## config.mk

```make
export PLATFORM = sky130hd
export DESIGN_NAME = input_debounce
export DESIGN_NICKNAME = d
export VERILOG_FILES = /design/src/rtl/input_pkg.sv /design/src/rtl/input_debounce.sv
export SDC_FILE = /design/constraint.sdc
export NUM_CORES = 1
export LEC_CHECK = 0
export CORE_ASPECT_RATIO = 0.75
export CORE_MARGIN = 2
export CORE_UTILIZATION = 56
export DETAILED_ROUTE_END_ITERATION = 8
export GPL_TIMING_DRIVEN = 0
export PLACE_DENSITY_LB_ADDON = 0.3
export SLEW_MARGIN = 5
export SYNTH_ARGS = -nofsm -noshare
export SYNTH_HDL_FRONTEND = slang
export SYNTH_SLANG_ARGS = --single-unit
```

## constraint.sdc

```tcl
create_clock -name clk -period 7.3 [get_ports clk]
set_input_delay 1.46 -clock clk [delete_from_list [all_inputs] [get_ports clk]]
set_output_delay 1.46 -clock clk [all_outputs]
set_load 0.02 [all_outputs]
```

## src/rtl/input_pkg.sv

```systemverilog
// Shared state encoding and default timing constants for the button
// debounce channels.
package input_pkg;

   typedef enum logic [1:0] {
      S_RELEASED    = 2'd0,
      S_PRESS_CHK   = 2'd1,
      S_PRESSED     = 2'd2,
      S_RELEASE_CHK = 2'd3
   } deb_state_t;

   localparam int CLK_HZ                  = 50_000_000;
   localparam int DEBOUNCE_MS             = 1;
   localparam int DEFAULT_DEBOUNCE_CYCLES = (CLK_HZ / 1000) * DEBOUNCE_MS;

endpackage

```

## src/rtl/input_debounce.sv

```systemverilog
// Debounce, edge detect and auto-repeat for one synchronized button input.
// The release pulse is named release_p because "release" is a reserved word.
module input_debounce
   import input_pkg::*;
#(
   parameter int DEBOUNCE_CYCLES = DEFAULT_DEBOUNCE_CYCLES,
   parameter int REPEAT_DELAY    = 25_000_000,
   parameter int REPEAT_PERIOD   = 5_000_000
) (
   input  logic clk,
   input  logic reset,
   input  logic in_sync,
   output logic level,
   output logic press,
   output logic release_p,
   output logic repeat_p
);

   localparam int MAX_AB  = (DEBOUNCE_CYCLES > REPEAT_DELAY) ? DEBOUNCE_CYCLES : REPEAT_DELAY;
   localparam int MAX_ALL = (MAX_AB > REPEAT_PERIOD) ? MAX_AB : REPEAT_PERIOD;
   localparam int CNT_W   = $clog2(MAX_ALL + 1);

   localparam logic [CNT_W-1:0] DEB_LAST  = CNT_W'(DEBOUNCE_CYCLES - 1);
   localparam logic [CNT_W-1:0] DEB_ONE   = CNT_W'(1);
   localparam logic [CNT_W-1:0] DEB_MAX   = '1;
   localparam logic [CNT_W:0]   RPT_FIRST = (CNT_W+1)'(REPEAT_DELAY);
   localparam logic [CNT_W:0]   RPT_NEXT  = (CNT_W+1)'(REPEAT_PERIOD);
   localparam bit               RPT_EN    = (REPEAT_DELAY > 0);

   deb_state_t       state, state_nxt;
   logic [CNT_W-1:0] deb_cnt, deb_nxt;
   logic [CNT_W-1:0] rpt_cnt, rpt_nxt;
   logic             rpt_armed, armed_nxt;
   logic             level_nxt, press_nxt, release_nxt, repeat_nxt;
   logic             hold;
   logic [CNT_W:0]   rpt_inc;

   function automatic logic [CNT_W-1:0] sat_inc(input logic [CNT_W-1:0] v);
      return (v == DEB_MAX) ? v : v + 1'b1;
   endfunction

   always_ff @(posedge clk) begin
      if (reset) begin
         state     <= S_RELEASED;
         deb_cnt   <= '0;
         rpt_cnt   <= '0;
         rpt_armed <= 1'b0;
         level     <= 1'b0;
         press     <= 1'b0;
         release_p <= 1'b0;
         repeat_p  <= 1'b0;
      end else begin
         state     <= state_nxt;
         deb_cnt   <= deb_nxt;
         rpt_cnt   <= rpt_nxt;
         rpt_armed <= armed_nxt;
         level     <= level_nxt;
         press     <= press_nxt;
         release_p <= release_nxt;
         repeat_p  <= repeat_nxt;
      end
   end

   always_comb begin
      state_nxt   = state;
      deb_nxt     = deb_cnt;
      rpt_nxt     = rpt_cnt;
      armed_nxt   = rpt_armed;
      level_nxt   = level;
      press_nxt   = 1'b0;
      release_nxt = 1'b0;
      repeat_nxt  = 1'b0;
      hold        = 1'b0;
      rpt_inc     = '0;

      case (state)
         S_RELEASED: begin
            if (in_sync) begin
               state_nxt = S_PRESS_CHK;
               deb_nxt   = DEB_ONE;
            end
         end
         S_PRESS_CHK: begin
            if (!in_sync) begin
               state_nxt = S_RELEASED;
               deb_nxt   = '0;
            end else if (deb_cnt == DEB_LAST) begin
               state_nxt = S_PRESSED;
               deb_nxt   = '0;
               level_nxt = 1'b1;
               press_nxt = 1'b1;
               rpt_nxt   = '0;
               armed_nxt = 1'b0;
            end else begin
               deb_nxt = sat_inc(deb_cnt);
            end
         end
         S_PRESSED: begin
            if (!in_sync) begin
               state_nxt = S_RELEASE_CHK;
               deb_nxt   = DEB_ONE;
            end else begin
               hold = 1'b1;
            end
         end
         S_RELEASE_CHK: begin
            // A bounce back to high resumes the repeat count on this same edge,
            // so the repeat train shifts only by the number of low samples.
            if (in_sync) begin
               state_nxt = S_PRESSED;
               deb_nxt   = '0;
               hold      = 1'b1;
            end else if (deb_cnt == DEB_LAST) begin
               state_nxt   = S_RELEASED;
               deb_nxt     = '0;
               level_nxt   = 1'b0;
               release_nxt = 1'b1;
            end else begin
               deb_nxt = sat_inc(deb_cnt);
            end
         end
         default: state_nxt = S_RELEASED;
      endcase

      // rpt_cnt counts held cycles since press or since the last repeat pulse;
      // the first interval is REPEAT_DELAY, later ones REPEAT_PERIOD.
      if (RPT_EN && hold) begin
         rpt_inc = {1'b0, rpt_cnt} + 1'b1;
         if (rpt_inc == (rpt_armed ? RPT_NEXT : RPT_FIRST)) begin
            repeat_nxt = 1'b1;
            rpt_nxt    = '0;
            armed_nxt  = 1'b1;
         end else begin
            rpt_nxt = rpt_inc[CNT_W-1:0];
         end
      end
   end

endmodule

```

==> run_results.csv <==
group,metric,value,unit
cts,insertion_delay,350,ps
cells_and_area,num_antenna_cells,0,
cells_and_area,utilization,64.0,%
yosys,synth.net_count,470,
worst_setup_path,cp_data_required_time,7520,ps
yosys,post_synth_num_cell_types,75,
cts,postCtsHoldBufs,0,
global_route,antenna_found_initial,0,
yosys,synth_mux_area_share,0.277,%
routing,vias,3855,
cts,cts_buffers,9,
hold_path,hold_depth,2,
yosys,yosysWarnings,0,
die,pin_count,7,
cts,cts_resized,0,
routing,wl_per_cell,18.1,um
worst_setup_path,startpoint_type,"register",
cts,htree_levels,3,
power,power_density,180,mW/mm^2
power,ir_worst_vdd,116,uV
yosys,netlist_top_cells_count,"dfxtp_1 (57), nand2_1 (48), nor2_1 (43), a21oi_1 (39), o21ai_0 (32)",
routing,first_iter_violations,552,
timing,maxSlewViolCount,0,
yosys,syn_inst,465,
yosys,ys.flop_type,"dfxtp_1",
worst_setup_path,criticalPathCategory,"reg -> reg",
yosys,synth_xor_area_share,4.11,%
yosys,yosys.area_share.simple,34.9,%
cells_and_area,fin_area,0.00402,mm^2
worst_setup_path,r2r-start,"rpt_cnt[0]$_SDFFE_PP0P_",
worst_setup_path,cp_max_fo,8,
hold_path,worst_hold_path_type,"reg -> reg",
worst_setup_path,rr_worst_depth,9,
global_route,grt_max_degree,11,
global_route,first_global_vias,3238,
routing,ant_nets,0,
placed_design,port_buffers,5,
yosys,synth_area_leader_cell,"dfxtp_1",
routing,drt_wl_total,10300,um
yosys,synth_compound_area_share,22.0,%
yosys,syn-cell-area,0.00362,mm^2
die,start_util,57.6,%
yosys,seq_area_frac_synth,31.5,%
cells_and_area,drive_gt1_share,12.8,%
cells_and_area,final_nets,486,
timing,worst_pin_slew,1120,ps
cts,cts_tree,"done",
placed_design,postPlaceCellArea,0.00377,mm^2
timing,hold_violations,0,
timing,period_minus_slack,3710,ps
global_route,grt_pass1_wl,16500,um
yosys,yosysMostFrequentCell,"dfxtp_1",
worst_setup_path,worstPathArrival,3930,ps
yosys,synth_edf_count,0,
hold_path,holdPathEnd,"deb_cnt[15]$_SDFFE_PP0P_",
die,die_area,0.00713,mm^2
yosys,async_flop_share,0,%
routing,drcViolationCount,0,
cts,clock_sinks,57,
worst_setup_path,r2r_end,"rpt_cnt[19]$_SDFFE_PP0P_",
die,die_y,73.6,um
cts,post-cts-setup-buffer-count,0,
yosys,synth_top_family_by_area,"simple AND/OR/NAND/NOR gates",
routing,vias_per_cell,6.80,
timing,grt_setup_unrepaired,"false",
die,core_area,0.00629,mm^2
timing,fmax,270,MHz
die,num_rows,25,
yosys,yosys-top-cells-area,"dfxtp_1 (32%), a21oi_1 (5.4%), nand2_1 (5.0%)",
timing,fin_setup_tns,0,ps
power,total_power,0.724,mW
cts,cts_root_buffer,"clkbuf_8",
cts,clk_pin_slew_worst_paths,70,ps
worst_setup_path,cp-end-kind,"register",
worst_setup_path,r2r_slack,3590,ps
placed_design,gp_congestion,1.04,
yosys,synth_seq_cells,57,
die,die-width,96.8,um
global_route,overflow,0,
run_status,run_status,"complete, no violations",
global_route,grt_use_total,29.0,%
flow_run,maxCapViolCount,0,
yosys,synthAdderAreaFrac,0.692,%
hold_path,min-delay-start,"deb_cnt[15]$_SDFFE_PP0P_",
placed_design,dpl.hpwl,7010,um
cts,clock_path_buffers,2,
yosys,synthDominantCellAreaShare,31.5,%
timing,setup_viol,0,
timing,fin_skew,9.01,ps
routing,drt_pass1_iterations,5,
power,power.leakage,1.35,nW
timing,maxSlewHeadroom,24.8,%
cells_and_area,area_growth,11.2,%
yosys,syn_area_per_cell,7.78,um^2
timing,post-route-period-util,50.8,%
-- area by class of cell --
cell class	instances	area [um^2]
Clock inverter	4	98.8
Multi-Input combinational cell	368	2240
Buffer	34	213
Sequential cell	57	1140
Fill cell	531	2260
Clock buffer	12	155
Timing Repair Buffer	5	50.0
Inverter	6	22.5
Tap cell	81	101
-- worst max-delay path by stage --
stage                                     endpoint               startpoint  cells past startpoint  slack (ps)
final                     rpt_cnt[19]$_SDFFE_PP0P_  rpt_cnt[0]$_SDFFE_PP0P_                      9        3590
after global routing      rpt_cnt[19]$_SDFFE_PP0P_  rpt_cnt[0]$_SDFFE_PP0P_                      9        3530
after CTS                 rpt_cnt[19]$_SDFFE_PP0P_  rpt_cnt[0]$_SDFFE_PP0P_                      9        3780
after detailed placement   deb_cnt[5]$_SDFFE_PP0P_                  in_sync                      7        3680
after global placement     deb_cnt[5]$_SDFFE_PP0P_                  in_sync                      7        3780
after floorplan           deb_cnt[21]$_SDFFE_PP0P_                  in_sync                      7        4200
-- worst max-delay path: stages (launching register included) --
cell	delay, ps
dfxtp_1	510
ha_1	350
nand4_1	270
or3_1	400
a221oi_1	450
o2111ai_1	220
or4_1	450
or4_1	450
nand3_1	330
o21ai_1	140
-- report_power, final --
part           leakage [nW]  internal (mW)  switching, mW
logic                 0.768        0.00741         0.0225
clock network         0.127          0.246          0.135
registers             0.459          0.312       0.000804
total                  1.35          0.566          0.158
-- registers in the layout, indices dropped and copies added, names as in the netlist, named ones only --
name	cells
deb_cnt	25
release_p	1
rpt_cnt	25
repeat_p	1
state	1
press	1
level	1
rpt_armed	1
-- cells in the final DEF (no fill, tap or decap), drive strengths merged, types with 6 or more instances in the layout --
cell and instances:
inv 6, nor2 43, o21ai 33, a21oi 39
nor4 11, and3 9, or4 7, xor2 8
nand4 18, nand4b 7, buf 16, clkbuf 30
nand2 49, nand3 18, nor3 21, a31oi 10
dfxtp 57, and4 7, xnor2 9, nor3b 6
-- metal layers --
metal	up-vias	wire length [um]	track usage, %
li1	1784	-	-
met1	1805	4750	43.0
met2	247	4240	40.8
met3	19	1170	7.90
met4	0	131	8.61
met5	-	0	0
-- logic make-up after synthesis --
kind of cell | after synthesis
simple gates | 222
compound gates | 126
flops | 57
buf+inv | 40
xor+xnor | 17
fa+ha+maj | 2
mux | 1
-- through the flow --
step	worst slack (ps)	hold slack, ps	std cells
after floorplan	4200	457	465
after global placement	3780	476	551
after detailed placement	3680	480	551
after CTS	3780	489	567
after global routing	3530	519	567
final	3590	493	567
Note: power is estimated with default switching activity, not from simulation.
==> variant 1, RTL diff (config.mk and constraints unchanged) <==
The 4 states of `deb_state_t` get a one-hot encoding in 4 bits.
--- a/src/rtl/input_pkg.sv
+++ b/src/rtl/input_pkg.sv
@@ -4,7 +4,7 @@
 
-   typedef enum logic [1:0] {
-      S_RELEASED    = 2'd0,
-      S_PRESS_CHK   = 2'd1,
-      S_PRESSED     = 2'd2,
-      S_RELEASE_CHK = 2'd3
+   typedef enum logic [3:0] {
+      S_RELEASED    = 4'b0001,
+      S_PRESS_CHK   = 4'b0010,
+      S_PRESSED     = 4'b0100,
+      S_RELEASE_CHK = 4'b1000
    } deb_state_t;
Formal check against the unedited RTL: same outputs for any inputs over 10 cycles, from zero or initial values and one cycle with reset high; not proved beyond that.
==> variant 1 against the original RTL <==
Routed wire length shrank 4.5%. Synthesized area shrank 1.7%. Design area shrank 2.9%. Register-to-register slack gained 0.12 ns. Setup slack lost 0.017 ns. Hold slack gained 0.023 ns. Die area shrank 1.6%. Core utilization shrank 1.2 points. Sequential cell count grew 2. Final cell count grew 2.1%. Largest power group is now sequential cells. Power shrank 7.8%. Critical path depth is the same. Global-route usage grew 0.82 points.
==> variant 1: results (changes against the original RTL) <==
[yosys]
yosys.area_share.adder=0.00703  ; was 0.00692
synth_area_leaders=dfxtp_1 33%, nor2_1 6.9%, o21ai_0 4.8%  ; was dfxtp_1 32%, a21oi_1 5.4%, nand2_1 5.0%
synth_most_common_cell=nor2_1  ; was dfxtp_1
avgSynthCellArea_sq_um=7.44  ; was 7.78 sq um
seq_area_frac_synth=0.332  ; was 0.315
synth_common_cells=65 x nor2_1, 59 x dfxtp_1, 42 x nand2_1  ; was 57 x dfxtp_1, 48 x nand2_1, 43 x nor2_1
synth_mux_area_frac=0.00563  ; was 0.00277
synth_cell_types=60  ; was 75
synth-compound-area-share=0.243  ; was 0.220

[final_layout]
top_regs=deb_cnt: 25 flops, rpt_cnt: 25 flops, state: 4 flops  ; was deb_cnt: 25 flops, rpt_cnt: 25 flops
fill_cells=557  ; was 531
instances_no_fill=579  ; was 567

[power]
p_seq_w=0.000327  ; was 0.000313 W
total_power_w=0.000667  ; was 0.000724 W
ir_drop_v=0.0000802  ; was 0.000116 V
switching_share=0.237  ; was 0.218
leakage_nw=1.21  ; was 1.35 nW
pwr_density_cell_mw_per_mm2=171  ; was 180 mW/mm^2
power.share.clock=0.456  ; was 0.526

[placement]
place_inst=564  ; was 551
pre_cts_slack_ns=3.28  ; was 3.68 ns
dp_hpwl_um=6890  ; was 7010 um
placed_area_sq_mm=0.00371  ; was 0.00377 sq mm

[min_path]
worstHoldStart=rpt_cnt[14]  ; was deb_cnt[15]

[status]
status=completed  ; unchanged

[critical_path]
critical_path_arrival_ns=3.95  ; was 3.93 ns
rrSetupSlack_ns=3.71  ; was 3.59 ns
crit_start=in_sync  ; was rpt_cnt[0]
cp_slowest_stage_delay_ns=0.48  ; was 0.51 ns
worst_path_max_delay_cell=clkdlybuf4s50_1  ; was dfxtp_1
worstPathMaxFanout=10  ; was 8
crit_path_end=deb_cnt[12]  ; was rpt_cnt[19]
reg2reg_to=rpt_cnt[1]  ; was rpt_cnt[19]

[routing]
first_iter_violations=394  ; was 552
avgViaCountPerCell=6.58  ; was 6.80
routed_wl_um=9820  ; was 10300 um

[grt]
grtUsageTotal=0.298  ; was 0.290
grt_pass1_wl_um=16200  ; was 16500 um

[timing]
relSlewSlack=0.176  ; was 0.248

## variant 1: area by class of cell
class | instances | area share
Multi-Input combinational cell | 379 | 0.568
Sequential cell | 59 | 0.302
Clock buffer | 13 | 0.0407
Buffer | 28 | 0.0298
Tap cell | 81 | 0.0259
Timing Repair Buffer | 5 | 0.0128
Inverter | 12 | 0.0115
Clock inverter | 2 | 0.00896
## variant 1: how the worst min path moves through the flow
stage	endpoint	slack, ns	cells past startpoint
after floorplan	rpt_cnt[14]	0.46	1
after global placement	rpt_cnt[14]	0.48	1
after detailed placement	rpt_cnt[14]	0.50	1
after CTS	rpt_cnt[14]	0.51	1
after global routing	rpt_cnt[14]	0.53	1
final	rpt_cnt[14]	0.52	1
## variant 1: routing by layer
metal / track usage / wire length, um / part of all wire / vias up
met4: 0.0889 / 203 / 0.021 / 0
met3: 0.0940 / 938 / 0.095 / 23
met2: 0.421 / 4120 / 0.42 / 186
met1: 0.431 / 4560 / 0.46 / 1800
met5: 0 / 0 / 0 / -
li1: - / - / - / 1802
==> variant 2, RTL diff (same settings) <==
Made on the original files. Change the package constant `CLK_HZ` from 50_000_000 to 12_500_000.
--- a/src/rtl/input_pkg.sv
+++ b/src/rtl/input_pkg.sv
@@ -11,3 +11,3 @@
 
-   localparam int CLK_HZ                  = 50_000_000;
+   localparam int CLK_HZ                  = 12_500_000;
    localparam int DEBOUNCE_MS             = 1;
Function: no difference found for any inputs over 10 cycles, from zero or initial values and one cycle with reset high; that may be too few to reach the edited logic, so the function may still have changed.
==> variant 2 against the original RTL <==
Power fell by 3.2%. Design area fell by 5.4%. Routed wire length fell by 8.1%. Sequential share of layout area rose by 1.6 points. Sequential cell count did not move. Synthesized area fell by 5.3%. Setup slack improved by 0.15 ns. Non-clock buffer count fell by 4.
==> variant 2: results (changes against the original RTL) <==
[power]
pwr-share-seq=0.450  ; was 0.432
ir_drop_v=0.0000903  ; was 0.000116 V
leakage_nw=1.30  ; was 1.35 nW
pwr_density_cell_mw_per_mm2=184  ; was 180 mW/mm^2

[final_layout]
drive_above_1_share=0.0858  ; was 0.128
fill_cells=538  ; was 531
nets=467  ; was 486

[min_path]
worstHoldEndpoint=rpt_cnt[24]  ; was deb_cnt[15]

[placement]
pre_cts_slack_ns=3.53  ; was 3.68 ns
place_inst=529  ; was 551
placed_area_sq_mm=0.00358  ; was 0.00377 sq mm

[critical_path]
critical_path_arrival_ns=3.83  ; was 3.93 ns
rr_startpoint=rpt_cnt[1]  ; was rpt_cnt[0]
crit_path_end=deb_cnt[24]  ; was rpt_cnt[19]
worst_path_max_delay_cell=clkdlybuf4s50_1  ; was dfxtp_1
crit_start=in_sync  ; was rpt_cnt[0]
crit_family=buffers and inverters  ; was simple AND/OR/NAND/NOR gates
cp_slowest_stage_delay_ns=0.63  ; was 0.51 ns
rrSetupSlack_ns=3.91  ; was 3.59 ns
worstPathMaxFanout=10  ; was 8

[routing]
wl_per_cell_um=17.4  ; was 18.1 um
first_iter_violations=590  ; was 552

[status]
status=completed  ; unchanged

[yosys]
seq_area_frac_synth=0.333  ; was 0.315
synth_fp_nets=451  ; was 470
synth_area_leaders=dfxtp_1 33%, a21oi_1 5.3%, o21ai_0 4.4%  ; was dfxtp_1 32%, a21oi_1 5.4%, nand2_1 5.0%
synth_common_cells=57 x dfxtp_1, 39 x nor2_1, 38 x nand2_1  ; was 57 x dfxtp_1, 48 x nand2_1, 43 x nor2_1
avgSynthCellArea_sq_um=7.69  ; was 7.78 sq um
synth_cell_types=57  ; was 75

[timing]
period_needed_ns=3.55  ; was 3.71 ns
clock_skew_ns=0.00948  ; was 0.00901 ns
whs_ns=0.483  ; was 0.493 ns

[grt]
grt_pass1_wl_um=15600  ; was 16500 um

## variant 2: cell families (layout without fill, tap and decap cells)
logic type | Yosys count | in the layout | synth area share
compound gates | 117 | 117 | 0.219
xor+xnor | 17 | 17 | 0.0434
fa+ha+maj | 2 | 2 | 0.00730
buf+inv | 38 | 58 | 0.0449
flops | 57 | 57 | 0.333
mux | 1 | 1 | 0.00292
simple gates | 214 | 214 | 0.350
## variant 2: cell type report
class                   count  area share
multi-input cells         351       0.561
flip-flops and latches     57       0.300
clock buffers              13      0.0444
plain buffers              30      0.0326
well taps                  78      0.0256
clock inverters             2      0.0158
repair buffers              5      0.0132
inverters                   8     0.00789
## variant 2: routing by layer
layer	global-route usage	up-vias	share of wire	wire [um]
li1	-	1699	-	-
met1	0.458	1716	0.47	4430
met2	0.412	195	0.41	3890
met3	0.0599	24	0.11	995
met4	0.0870	0	0.015	145
met5	0	-	0	0
## variant 2: worst min-delay path, cell delays in order (launching register included)
cell	delay (ns)
dfxtp_1	0.32
nand2_1	0.05
o21ai_0	0.06
